==> src/rtl/spy_chain_sweep_ctrl_if.sv <==
// Control/result handshake bundle for the delay-chain sweep sequencer.
// The master side requests sweeps and consumes records; the slave side is the sequencer.
interface spy_chain_sweep_ctrl_if #(
    parameter int WAIT_W  = 8,
    parameter int TRIAL_W = 10
);
    logic               start;
    logic [WAIT_W-1:0]  maxWait;
    logic [TRIAL_W-1:0] numTrials;
    logic               busy;
    logic               resultValid;
    logic [WAIT_W-1:0]  resultWait;
    logic [TRIAL_W-1:0] resultFails;
    logic               resultAck;
    logic               done;

    modport master (
        output start, maxWait, numTrials, resultAck,
        input  busy, resultValid, resultWait, resultFails, done
    );

    modport slave (
        input  start, maxWait, numTrials, resultAck,
        output busy, resultValid, resultWait, resultFails, done
    );
endinterface

==> src/rtl/spy_chain_sweep_ctrl.sv <==
// Settle-latency sweep sequencer: launches toggles into a delay chain and samples the
// chain output a programmable number of cycles later, reporting mismatches per wait value.
module spy_chain_sweep_ctrl #(
    parameter int WAIT_W        = 8,
    parameter int TRIAL_W       = 10,
    parameter int SETTLE_CYC    = 16,
    parameter bit CHAIN_INVERTS = 1'b0
) (
    input  logic                  clk,
    input  logic                  rst,
    spy_chain_sweep_ctrl_if.slave bus,
    output logic                  pathInput,
    input  logic                  pathResult
);
    localparam int SETTLE_W = $clog2(SETTLE_CYC + 1);
    localparam int CNT_W    = (WAIT_W > SETTLE_W) ? WAIT_W : SETTLE_W;

    typedef enum logic [2:0] {
        S_IDLE, S_LAUNCH, S_WAIT, S_SAMPLE, S_SETTLE, S_REPORT, S_FINISH
    } state_t;

    state_t             r_state;
    state_t             w_nextState;
    logic [WAIT_W-1:0]  r_maxWait;
    logic [TRIAL_W-1:0] r_numTrials;
    logic [WAIT_W-1:0]  r_waitVal;
    logic [TRIAL_W-1:0] r_trial;
    logic [TRIAL_W-1:0] r_fails;
    logic [CNT_W-1:0]   r_cnt;
    logic               r_pathInput;
    logic               r_launched;

    logic w_cntLast;
    logic w_moreTrials;
    logic w_lastWait;
    logic w_mismatch;

    assign w_cntLast    = (r_cnt == CNT_W'(1));
    assign w_moreTrials = ((r_trial + TRIAL_W'(1)) < r_numTrials);
    assign w_lastWait   = (r_waitVal == r_maxWait);
    assign w_mismatch   = (pathResult != (r_launched ^ CHAIN_INVERTS));

    always_ff @(posedge clk) begin
        if (rst) r_state <= S_IDLE;
        else     r_state <= w_nextState;
    end

    always_comb begin
        w_nextState = r_state;
        case (r_state)
            S_IDLE: begin
                if (bus.start) w_nextState = (bus.numTrials != '0) ? S_LAUNCH : S_REPORT;
            end
            S_LAUNCH: w_nextState = (r_waitVal == '0) ? S_SAMPLE : S_WAIT;
            S_WAIT:   if (w_cntLast) w_nextState = S_SAMPLE;
            S_SAMPLE: w_nextState = S_SETTLE;
            S_SETTLE: begin
                if (w_cntLast) w_nextState = w_moreTrials ? S_LAUNCH : S_REPORT;
            end
            // With zero trials per wait value there is nothing to launch, so records stream back-to-back.
            S_REPORT: begin
                if (bus.resultAck) begin
                    if (w_lastWait)              w_nextState = S_FINISH;
                    else if (r_numTrials == '0)  w_nextState = S_REPORT;
                    else                         w_nextState = S_LAUNCH;
                end
            end
            S_FINISH: w_nextState = S_IDLE;
            default:  w_nextState = S_IDLE;
        endcase
    end

    // r_cnt is shared: loaded with w on launch for the wait phase, then with the settle length.
    always_ff @(posedge clk) begin
        if (rst) begin
            r_maxWait   <= '0;
            r_numTrials <= '0;
            r_waitVal   <= '0;
            r_trial     <= '0;
            r_fails     <= '0;
            r_cnt       <= '0;
            r_pathInput <= 1'b0;
            r_launched  <= 1'b0;
        end else begin
            case (r_state)
                S_IDLE: begin
                    if (bus.start) begin
                        r_maxWait   <= bus.maxWait;
                        r_numTrials <= bus.numTrials;
                        r_waitVal   <= '0;
                        r_trial     <= '0;
                        r_fails     <= '0;
                    end
                end
                S_LAUNCH: begin
                    r_pathInput <= ~r_pathInput;
                    r_launched  <= ~r_pathInput;
                    r_cnt       <= CNT_W'(r_waitVal);
                end
                S_WAIT: r_cnt <= r_cnt - CNT_W'(1);
                S_SAMPLE: begin
                    if (w_mismatch) r_fails <= r_fails + TRIAL_W'(1);
                    r_cnt <= CNT_W'(SETTLE_CYC);
                end
                S_SETTLE: begin
                    r_cnt <= r_cnt - CNT_W'(1);
                    if (w_cntLast && w_moreTrials) r_trial <= r_trial + TRIAL_W'(1);
                end
                S_REPORT: begin
                    if (bus.resultAck && !w_lastWait) begin
                        r_waitVal <= r_waitVal + WAIT_W'(1);
                        r_trial   <= '0;
                        r_fails   <= '0;
                    end
                end
                default: ;
            endcase
        end
    end

    always_comb begin
        bus.busy        = (r_state != S_IDLE);
        bus.resultValid = (r_state == S_REPORT);
        bus.done        = (r_state == S_FINISH);
        bus.resultWait  = r_waitVal;
        bus.resultFails = r_fails;
        pathInput       = r_pathInput;
    end
endmodule

==> src/flat_wrapper.sv <==
// flat-port wrapper written by rule: the top's interface ports become plain ports
module spy_chain_sweep_ctrl_flat 
#(
    parameter int WAIT_W        = 8,
    parameter int TRIAL_W       = 10,
    parameter int SETTLE_CYC    = 16,
    parameter bit CHAIN_INVERTS = 1'b0
)
  (clk, rst, pathInput, pathResult, bus_start, bus_maxWait, bus_numTrials, bus_resultAck, bus_busy, bus_resultValid, bus_resultWait, bus_resultFails, bus_done);
  spy_chain_sweep_ctrl_if #(.WAIT_W(WAIT_W), .TRIAL_W(TRIAL_W)) bus_i ();
  input  logic clk;
  input  logic rst;
  output logic pathInput;
  input  logic pathResult;
  input wire logic [$bits(bus_i.start)-1:0] bus_start;
  input wire logic [$bits(bus_i.maxWait)-1:0] bus_maxWait;
  input wire logic [$bits(bus_i.numTrials)-1:0] bus_numTrials;
  input wire logic [$bits(bus_i.resultAck)-1:0] bus_resultAck;
  output wire logic [$bits(bus_i.busy)-1:0] bus_busy;
  output wire logic [$bits(bus_i.resultValid)-1:0] bus_resultValid;
  output wire logic [$bits(bus_i.resultWait)-1:0] bus_resultWait;
  output wire logic [$bits(bus_i.resultFails)-1:0] bus_resultFails;
  output wire logic [$bits(bus_i.done)-1:0] bus_done;
  assign bus_i.start = bus_start;
  assign bus_i.maxWait = bus_maxWait;
  assign bus_i.numTrials = bus_numTrials;
  assign bus_i.resultAck = bus_resultAck;
  assign bus_busy = bus_i.busy;
  assign bus_resultValid = bus_i.resultValid;
  assign bus_resultWait = bus_i.resultWait;
  assign bus_resultFails = bus_i.resultFails;
  assign bus_done = bus_i.done;
  spy_chain_sweep_ctrl #(.WAIT_W(WAIT_W), .TRIAL_W(TRIAL_W), .SETTLE_CYC(SETTLE_CYC), .CHAIN_INVERTS(CHAIN_INVERTS)) u_core (.clk(clk), .rst(rst), .bus(bus_i), .pathInput(pathInput), .pathResult(pathResult));
endmodule
==> config.mk <==
export PLATFORM = sky130hd
export DESIGN_NAME = spy_chain_sweep_ctrl_flat
export DESIGN_NICKNAME = d
export VERILOG_FILES = /design/src/rtl/spy_chain_sweep_ctrl_if.sv /design/src/rtl/spy_chain_sweep_ctrl.sv /design/src/flat_wrapper.sv
export SDC_FILE = /design/constraint.sdc
export NUM_CORES = 1
export LEC_CHECK = 0
export ABC_AREA = 1
export CORE_MARGIN = 2
export CORE_UTILIZATION = 31
export CTS_BUF_LIST = sky130_fd_sc_hd__clkbuf_4 sky130_fd_sc_hd__clkbuf_8
export CTS_CLUSTER_SIZE = 12
export DETAILED_ROUTE_END_ITERATION = 12
export GPL_ROUTABILITY_DRIVEN = 0
export SYNTH_ARGS = -nofsm -noshare
export SYNTH_HDL_FRONTEND = slang
export SYNTH_SLANG_ARGS = --single-unit
==> constraint.sdc <==
create_clock -name clk -period 2.5 [get_ports clk]
set_input_delay 0.25 -clock clk [delete_from_list [all_inputs] [get_ports clk]]
set_output_delay 0.25 -clock clk [all_outputs]
set_load 0.02 [all_outputs]
==> flow_metrics.env, run 1 <==
export IMPL_power_density_mw_per_mm2=960
export IMPL_hp_class="reg -> reg"
export IMPL_yosysSeqAreaShare=0.321
export IMPL_cts_htree_levels=3
export IMPL_endpoint_kind="flip-flop"
export IMPL_dieArea_sq_mm=0.0125
export IMPL_finalSetupViolations=2
export IMPL_max_freq_mhz=399
export IMPL_ys_types=43
export IMPL_drt_initial_drc_count=218
export IMPL_period_share=1.00
export IMPL_core_sq_mm=0.0114
export IMPL_dieWidth_microns=112
export IMPL_routed_via_density=4.85
export IMPL_required_ns=2.72
export IMPL_worstPathMaxFanout=5
export IMPL_drive_gt1_frac=0.143
export IMPL_synth_nets=568
export IMPL_total_power_mw=4.41
export IMPL_grt_pass1_vias=3476
export IMPL_status="complete, but fails checks"
export IMPL_fin_ws_ns=-0.00806
export IMPL_grt_pass1_wl_microns=16900
export IMPL_hold_violations=0
export IMPL_crit_path_top_delay_cell="dfxtp_4"
export IMPL_ant_nets=0
export IMPL_layout_min_cycle_time_ns=2.51
export IMPL_maxSlewViolCount=0
export IMPL_post_route_util=0.403
export IMPL_wl_per_cell_microns=13.6
export IMPL_firstDrtPassIters=4
export IMPL_syn_area_sq_mm=0.00362
export IMPL_cp_slowest_stage_delay_ns=0.37
export IMPL_antenna_found_initial=0
export IMPL_setup_tns_final_ns=-0.0130
export IMPL_worstSetupPathType="reg -> reg"
export IMPL_synthSimpleGateAreaFrac=0.350
export IMPL_numCtsBuffers=9
export IMPL_netlist_instances=530
export IMPL_hpwl_microns=7030
export IMPL_violations="negative setup slack"
export IMPL_routed_wl_microns=10100
export IMPL_synth_fa_ha_area_frac=0.0519
export IMPL_arrival_ns=2.73
export IMPL_drc=0
export IMPL_leakagePower_nw=1.91
export IMPL_ir_drop_v=0.000368
export IMPL_start_util=0.317
export IMPL_yosys_warnings=0
export IMPL_grt_usage=0.165
export IMPL_cts_tree="done"
export IMPL_nets=629
export IMPL_root_buffer="clkbuf_8"
export IMPL_synthFlopType="dfxtp_1"
export IMPL_fp_row_count=39
export IMPL_synth_edff_count=0
export IMPL_cp_start_kind="flip-flop"
export IMPL_fin_skew_ns=0.0108
export IMPL_synth_compound_area_frac=0.129
export IMPL_clockBufferDepth=2
export IMPL_avgSynthCellArea_sq_um=6.82
export IMPL_rsz0062_at_grt="yes"
export IMPL_grt_max_degree=38
export IMPL_synth_top_family_by_area="simple AND/OR/NAND/NOR gates"
export IMPL_synth_mux_area_frac=0
export IMPL_die_h_microns=112
export IMPL_insertion_delay_ns=0.35
export IMPL_fill_cells=1206
export IMPL_path_cells="nand2_1, nor3_2, nand4_1, or2_4, nand2_1, inv_1, ha_1, nand2_1, a21oi_2, nor2_1, nand3_1, nand2_2, inv_4, nor2_4, nand2_1, nand2_1, nor2_1"
export IMPL_top_level_ports=45
export IMPL_dpl_cell_area_sq_mm=0.00427
export IMPL_vias=3586
export IMPL_cts_sinks=58
export IMPL_max_cap_violations=0
export IMPL_worst_slew_pin_slew_ns=0.584
export IMPL_final_area_sq_mm=0.00460
export IMPL_ys_seq_elements=58
export IMPL_area_delta_synth_final_pct=27.1
export IMPL_insertedDiodeCount=0
export IMPL_portBuffers=44
export IMPL_yosys_area_share_xor_xnor=0.0557
export IMPL_clk_pin_slew_ns=0.07
export IMPL_grt_overflow_total=0
export IMPL_cpMostUsedCell="nand2_1"
export IMPL_async_flop_share=0
export IMPL_slew_headroom=0.610
## routing by layer
| layer | up-vias | GRT usage | wire length [microns] |
|---|---|---|---|
| li1 | 1845 | - | - |
| met4 | 0 | 0.0463 | 88 |
| met2 | 75 | 0.266 | 4680 |
| met1 | 1660 | 0.223 | 4960 |
| met5 | - | 0 | 0 |
| met3 | 6 | 0.0356 | 359 |
## worst max-delay path, delay by kind of cell (launching register included)
kind / cells / cell delay [ns]
and+or+nand+nor: 13 / 1.55
DFF: 1 / 0.37
adders and majority gates: 1 / 0.29
buffers and inverters: 2 / 0.11
AOI/OAI and AO/OA: 1 / 0.06
## cell type report
cell class / instances / area (sq um) / area share
Tap cell: 143 / 179 / 0.0389
Inverter: 66 / 253 / 0.0550
Clock buffer: 11 / 145 / 0.0316
Clock inverter: 5 / 77.6 / 0.0169
Timing Repair Buffer: 64 / 591 / 0.128
Sequential cell: 58 / 1170 / 0.254
Multi-Input combinational cell: 392 / 2190 / 0.475
## timing repair
item	in CTS	in global routing
buffers inserted	3	2
pin swaps	2	17
resized for setup	4	15
endpoints found under the setup margin	10	11
hold buffers	0	0
cloned	1	0
## per-stage QoR
step | setup WS, ns | std cells | hold slack (ns)
6_report | -0.00806 | 739 | 0.477
2_1_floorplan | 0.114 | 530 | 0.415
3_5_place_dp | -0.0573 | 717 | 0.471
5_1_grt | -0.166 | 739 | 0.491
3_3_place_gp | -0.0206 | 717 | 0.461
4_1_cts | 0.0224 | 737 | 0.472
## registers in the layout, summed over array words and instances (netlist names)
name,cells
u_core.r_state,3
u_core.r_maxWait,8
u_core.r_trial,10
u_core.bus.resultWait,8
u_core.r_numTrials,10
u_core.pathInput,1
u_core.bus.resultFails,10
u_core.r_cnt,8
## logic make-up after synthesis
kind of cell,count (synthesis)
adder cells (fa/ha/maj),15
AO/OA/AOI/OAI,84
AND/OR/NAND/NOR,269
buffers and inverters,81
XOR/XNOR,23
flip-flops,58
## Yosys cell counts (2+ instances only)
cell type | n | area, sq um
a221oi_1 | 3 | 26.3
clkbuf_1 | 4 | 15.0
buf_1 | 3 | 11.3
inv_1 | 58 | 218
or2_2 | 2 | 12.5
nor2_4 | 4 | 45.0
buf_2 | 5 | 25.0
a21oi_1 | 45 | 225
nand2_2 | 5 | 31.3
nor2_1 | 60 | 225
nand3_2 | 4 | 40.0
ha_1 | 15 | 188
nor3_1 | 5 | 25.0
xor2_1 | 15 | 131
nand4_1 | 16 | 100
nor2_2 | 4 | 25.0
nor3b_1 | 2 | 15.0
nand2_1 | 123 | 462
nand2_4 | 4 | 45.0
xnor2_1 | 8 | 70.1
o21ai_0 | 22 | 110
dfxtp_1 | 58 | 1160
nand3_1 | 32 | 160
a22oi_1 | 2 | 15.0
inv_2 | 7 | 26.3
o21ai_1 | 3 | 15.0
nor4_1 | 5 | 31.3
## final timing paths
path | from | to | slack (ns) | cells after the start
hold / removal | u_core.r_maxWait[4] | u_core.r_maxWait[4] | 0.48 | 2
setup / recovery | u_core.r_trial[1] | u_core.r_trial[5] | -0.008 | 17
hold reg to reg | u_core.r_maxWait[4] | u_core.r_maxWait[4] | 0.48 | 2
setup reg to reg | u_core.r_trial[1] | u_core.r_trial[5] | -0.008 | 17
## cells in the final DEF (no fill, tap or decap), types with 3 or more instances in the layout
cell / synthesis / layout
nand2_1: 123 / 120
a221oi_1: 3 / 3
nand3_2: 4 / 4
clkbuf_8: 1 / 10
clkdlybuf4s50_1: 0 / 44
inv_1: 58 / 57
ha_1: 15 / 14
buf_4: 1 / 20
nor2_4: 4 / 6
inv_2: 7 / 7
nand3_1: 32 / 32
o21ai_0: 22 / 22
xnor2_1: 8 / 8
o21ai_1: 3 / 3
nand4_1: 16 / 16
nand2_4: 4 / 5
a21oi_1: 45 / 44
dfxtp_1: 58 / 55
nor2_1: 60 / 59
nor2_2: 4 / 4
nor3_1: 5 / 4
nor4_1: 5 / 5
nand2_2: 5 / 7
xor2_1: 15 / 15
## power breakdown
group	total [mW]	internal [mW]	switching, mW
combinational	2.12	0.778	1.34
sequential	1.29	1.13	0.158
clock	1.00	0.596	0.405
total	4.41	2.51	1.91
Power figures use the tool's default switching activity.
==> inputs of run 2 (changes only) <==
- ABC_AREA: 1 -> default
- REMOVE_ABC_BUFFERS: default -> 1
==> run 2 against run 1 <==
Compared with the run above:
- the run still ends with negative setup slack left
- die area shrank 4.6%
- sequential share of layout area shrank 0.097 points
- clock power shrank 9%
- design area grew 0.71%
==> flow_metrics.env, run 2 <==
export IMPL_grt_pass1_wl_microns=16600
export IMPL_core_sq_mm=0.0108
export IMPL_netlist_instances=429
export IMPL_status="complete, but fails checks"
export IMPL_routed_via_density=5.44
export IMPL_path_cells="ha_4, nand3_4, nor2_4, nand3_2, xnor2_2, ha_1, and4_4, o2111a_1, a211oi_2, buf_4, a31o_4, a31oi_1"
export IMPL_hold_path_cell_count=3
export IMPL_synthTopCellsByCount="62 x nand2_1, 58 x dfxtp_1, 47 x a21oi_1, 27 x nor2_1, 24 x inv_1"
export IMPL_clk_pin_slew_ns=0.07
export IMPL_cts_sinks=58
export IMPL_hold_end="u_core.r_maxWait[2]"
export IMPL_worst_slew_pin_slew_ns=0.749
export IMPL_insertedDiodeCount=0
export IMPL_hold_violations=0
export IMPL_die_h_microns=109
export IMPL_power_density_mw_per_mm2=843
export IMPL_vias=3536
export IMPL_routed_wl_microns=10300
export IMPL_dp_cells=632
export IMPL_layoutNonFillerInstCount=650
export IMPL_worstSetupPathType="reg -> reg"
export IMPL_firstDrtPassIters=6
export IMPL_grt_usage=0.176
export IMPL_crit_path_top_delay_cell="dfxtp_4"
export IMPL_cp_startpoint="u_core.r_trial[1]"
export IMPL_slew_headroom=0.499
export IMPL_endpoint_kind="flip-flop"
export IMPL_ant_nets=0
export IMPL_setup_tns_final_ns=-0.143
export IMPL_drive_gt1_frac=0.192
export IMPL_total_power_mw=3.90
export IMPL_grt_overflow_total=0
export IMPL_root_buffer="clkbuf_8"
export IMPL_finalSetupViolations=5
export IMPL_dieWidth_microns=109
export IMPL_portBuffers=44
export IMPL_violations="negative setup slack"
export IMPL_fin_skew_ns=0.00904
export IMPL_yosys_warnings=0
export IMPL_cts_hold_buf=0
export IMPL_async_flop_share=0
export IMPL_antenna_found_initial=0
export IMPL_arrival_ns=2.82
export IMPL_layout_min_cycle_time_ns=2.55
export IMPL_reg2reg_to="u_core.r_trial[7]"
export IMPL_hpwl_microns=7350
export IMPL_dpl_cell_area_sq_mm=0.00425
export IMPL_insertion_delay_ns=0.35
export IMPL_cts_tree="done"
export IMPL_top_level_ports=45
export IMPL_worstPathMaxFanout=8
export IMPL_fill_cells=1074
export IMPL_period_share=1.02
export IMPL_grt_max_degree=26
export IMPL_numCtsBuffers=9
export IMPL_avgSynthCellArea_sq_um=8.03
export IMPL_dieArea_sq_mm=0.0120
export IMPL_synth_top_area_frac=0.337
export IMPL_drt_initial_drc_count=208
export IMPL_yosysSeqAreaShare=0.337
export IMPL_yosys_top_cells_area="dfxtp_1 34%, a21oi_1 6.8%, nand2_1 6.8%, ha_1 5.4%, xor2_1 3.8%"
export IMPL_ir_drop_v=0.000351
export IMPL_fp_row_count=38
export IMPL_ys_types=66
export IMPL_max_freq_mhz=393
export IMPL_cp_slowest_stage_delay_ns=0.39
export IMPL_drc=0
export IMPL_maxSlewViolCount=0
export IMPL_clockBufferDepth=2
export IMPL_hp_class="in -> reg"
export IMPL_worst_hold_startpoint="bus_maxWait[2]"
export IMPL_pre_cts_ws_ns=-0.173
export IMPL_leakagePower_nw=1.76
export IMPL_holdWs_ns=0.446
export IMPL_wl_per_cell_microns=15.8
export IMPL_post_route_util=0.427
export IMPL_ys_seq_elements=58
export IMPL_area_delta_synth_final_pct=34.4
export IMPL_cp_start_kind="flip-flop"
export IMPL_synthMostInstantiatedCell="nand2_1"
export IMPL_cts_htree_levels=3
export IMPL_rsz0062_at_grt="yes"
export IMPL_required_ns=2.77
export IMPL_layout_common_cells="62 x nand2_1, 54 x dfxtp_1, 47 x a21oi_1"
export IMPL_synth_edff_count=0
export IMPL_reg2reg_from="u_core.r_trial[1]"
export IMPL_start_util=0.318
export IMPL_syn_area_sq_mm=0.00345
export IMPL_ff2ff_path_depth=12
export IMPL_synthFlopType="dfxtp_1"
export IMPL_max_cap_violations=0
export IMPL_yosysTopAreaCell="dfxtp_1"
export IMPL_final_common_cell="nand2_1"
export IMPL_fin_ws_ns=-0.0459
export IMPL_nets=543
export IMPL_final_area_sq_mm=0.00463
export IMPL_grt_pass1_vias=3378
export IMPL_rrSetupSlack_ns=-0.05
run 2: changes by cell type after synthesis, moves of 10 or more:
cell / before / now
inv_1: 58 / 24
o21ai_0: 22 / 12
a31oi_1: 1 / 12
nand3_1: 32 / 14
nand2_1: 123 / 62
nor2_1: 60 / 27
run 2: worst max-delay path by stage:
stage / to / depth (start not counted)
finish: u_core.r_trial[7] / 12
global route: u_core.r_trial[5] / 12
CTS: u_core.r_trial[4] / 11
detailed placement: u_core.r_trial[7] / 12
global placement: u_core.r_trial[2] / 12
floorplan: u_core.r_trial[0] / 11
run 2: power breakdown:
group          leakage, nW  total, mW  switching (mW)  internal, mW
clock                0.105      0.909           0.400         0.509
sequential           0.474       1.26           0.197          1.06
combinational         1.18       1.73           0.995         0.738
total                 1.76       3.90            1.59          2.31
run 2: what timing repair did:
| action | in CTS | in global routing |
|---|---|---|
| setup buffers | 1 | 1 |
| resized for setup | 19 | 14 |
| pin swaps | 9 | 13 |
| setup endpoints to repair | 11 | 12 |
run 2: cell type report:
| cell class | count | area [sq um] | area share |
|---|---|---|---|
| timing repair buffer | 88 | 791 | 0.171 |
| clock buffer | 11 | 151 | 0.0327 |
| clock inverter | 5 | 52.6 | 0.0113 |
| tap | 140 | 175 | 0.0378 |
| sequential | 58 | 1170 | 0.253 |
| inverter | 24 | 90.1 | 0.0195 |
| multi-input combinational | 324 | 2200 | 0.475 |
run 2: cells by family after synthesis:
kind of cell | Yosys count | synth area share
AND/OR/NAND/NOR | 161 | 0.240
buffers and inverters | 47 | 0.0679
adder cells (fa/ha/maj) | 15 | 0.0545
AO/OA/AOI/OAI | 125 | 0.241
multiplexers | 2 | 0.00617
flip-flops | 58 | 0.337
XOR/XNOR | 21 | 0.0534
run 2: critical path, delay by kind of cell (launching register included):
kind	cells	cell delay [ns]
xor+xnor	1	0.17
fa+ha+maj	2	0.46
flops	1	0.39
compound gates	4	0.69
simple gates	4	0.57
buf+inv	1	0.18
run 2: metal layers:
layer | global-route usage | routed length, microns
met1 | 0.229 | 4650
met2 | 0.284 | 4920
met3 | 0.0344 | 472
met4 | 0.0769 | 225
met5 | 0 | 0
==> variant: new RTL, flow settings as in run 1 <==
Re-encode `state_t` (7 states) as one-hot, 7 bits wide.
--- a/src/rtl/spy_chain_sweep_ctrl.sv
+++ b/src/rtl/spy_chain_sweep_ctrl.sv
@@ -16,6 +16,6 @@
     localparam int CNT_W    = (WAIT_W > SETTLE_W) ? WAIT_W : SETTLE_W;
 
-    typedef enum logic [2:0] {
-        S_IDLE, S_LAUNCH, S_WAIT, S_SAMPLE, S_SETTLE, S_REPORT, S_FINISH
+    typedef enum logic [6:0] {
+        S_IDLE = 7'b0000001, S_LAUNCH = 7'b0000010, S_WAIT = 7'b0000100, S_SAMPLE = 7'b0001000, S_SETTLE = 7'b0010000, S_REPORT = 7'b0100000, S_FINISH = 7'b1000000
     } state_t;
 
Behaviour: no difference found for any inputs over 10 cycles, from zero or initial values and one cycle with rst high; not proved beyond that.
==> variant against run 1 <==
Global-route usage down 0.88 points; routed wire length barely moved; setup slack gained 120 ps; sequential cell count up 4; synthesized area is 4.2% higher; final area up 4.5%; die area increased by 4.0%; count of clock-buffer cells in the layout grew 3; total power shrank 29%; worst hold slack about the same; critical path type unchanged; largest power group is now registers.
==> variant: results <==
group,metric,value,unit
timing,skew,12.5,ps
power_and_ir_drop,leakagePower,1.87,nW
finish,n_all_inverters,69,
finish,multi_input_area_share,48.6,%
timing,tightest_slew,877,ps
synth,synthTopCellsByCount,"109 x nand2_1, 62 x dfxtp_1, 61 x inv_1, 58 x nor2_1, 57 x a21oi_1",
global_route,grt_usage,15.6,%
synth,ys_types,37,
synth,postSynthNetCount,582,
global_route,grt_pass1_vias,3377,
finish,multi_input_gates,400,
detailed_routing,drtIter0Drc,204,
synth,seq_area_frac_synth,32.9,%
finish,nonClockBufferCount,62,
finish,drive_gt1_share,17.3,%
finish,nNetsFinal,642,
finish,ff_latch_area,0.00126,mm²
finish,fillers,1242,
timing,slew_violations,0,
synth,synth.area.top_cells,"dfxtp_1 33%, nand2_1 11%, a21oi_1 7.6%, inv_1 6.1%, nand3_1 5.8%",
finish,n_clock_buffer,14,
power_and_ir_drop,vdd.ir_drop.worst,0.246,mV
status,status,"finished clean",
worst_setup_path,crit_arrival,2660,ps
detailed_routing,vias,3703,
finish,clock_area_share,3.72,%
global_route,grt_max_degree,35,
detailed_routing,totalWireLength,10100,µm
place,pre_cts_slack,-52.2,ps
cts,clock_sinks,62,
global_route,grt_pass1_wl,16100,µm
place,dp_hpwl,7270,µm
finish,buf_share,12.1,%
-- variant: cell count changes after synthesis, sizes merged, moves of 3 or more --
cell / before / now
a21oi: 45 / 62
a221oi: 3 / 0
buf: 10 / 5
clkbuf: 5 / 9
dfxtp: 58 / 62
nand2: 132 / 122
nand3: 37 / 47
nand4: 17 / 10
nor4: 5 / 2
xor2: 15 / 20
-- variant: path summary, 6_finish.rpt --
check | slack, ps | cells past startpoint | startpoint | endpoint
worst max-delay path | 110 | 16 | u_core.r_trial[7]$_SDFFE_PP0P_ | u_core.r_trial[0]$_SDFFE_PP0P_
worst min-delay path | 480 | 2 | u_core.r_maxWait[4]$_SDFFE_PP0P_ | u_core.r_maxWait[4]$_SDFFE_PP0P_
worst max register to register | 110 | 16 | u_core.r_trial[7]$_SDFFE_PP0P_ | u_core.r_trial[0]$_SDFFE_PP0P_
worst min register to register | 480 | 2 | u_core.r_maxWait[4]$_SDFFE_PP0P_ | u_core.r_maxWait[4]$_SDFFE_PP0P_
-- variant: cells by family after synthesis --
kind of cell,count (synthesis),synth area share [%]
DFF,62,32.9
xor gates and xnor gates,29,6.74
adders and majority gates,15,4.98
and+or+nand+nor,258,32.3
buffers and inverters,82,9.06
AOI/OAI and AO/OA,98,14.0
-- variant: critical path: stages, from the launching register on --
cell     delay [ps]
dfxtp_1         360
inv_1            80
nor3_2          200
nand3_1         110
xor2_1          140
inv_1            70
ha_1            300
nand2_1          80
nand2_1          60
a21oi_2         140
nand2_2          80
nor2_4          140
nand3_4         130
buf_6           200
nand2_2          50
nand2_1          40
a21oi_1         130
-- variant: power breakdown --
part	switching, W	internal, W
Clock	0.000391	0.000441
Combinational	0.000748	0.000371
Sequential	0.0000771	0.00110
-- variant: repair_timing --
action                                  in CTS  in global routing
buffers inserted                             1                  4
pin swaps                                    2                 16
gates resized for setup                      8                 41
endpoints found under the setup margin      10                 11
cloned                                       1                  1
-- variant: stage by stage --
| stage | std cells | hold WS, ps | instance area (µm²) | total power, W | util [%] |
|---|---|---|---|---|---|
| 6_report | 755 | 477 | 4800 | 0.00312 | 40.2 |
| 5_1_grt | 755 | 489 | 4800 | 0.00333 | 40.2 |
| 4_1_cts | 750 | 474 | 4610 | 0.00311 | 38.5 |
| 3_5_place_dp | 733 | 464 | 4400 | 0.00227 | 36.8 |
| 3_3_place_gp | 733 | 459 | 4400 | 0.00225 | 36.8 |
| 2_1_floorplan | 544 | 414 | 3770 | 0.00202 | - |
-- variant: metal layers --
layer | track usage [%] | wire length, µm | vias up
li1 | - | - | 1891
met1 | 20.5 | 4690 | 1699
met2 | 25.0 | 4710 | 98
met3 | 3.60 | 491 | 15
met4 | 5.37 | 198 | 0
met5 | 0 | 0 | -
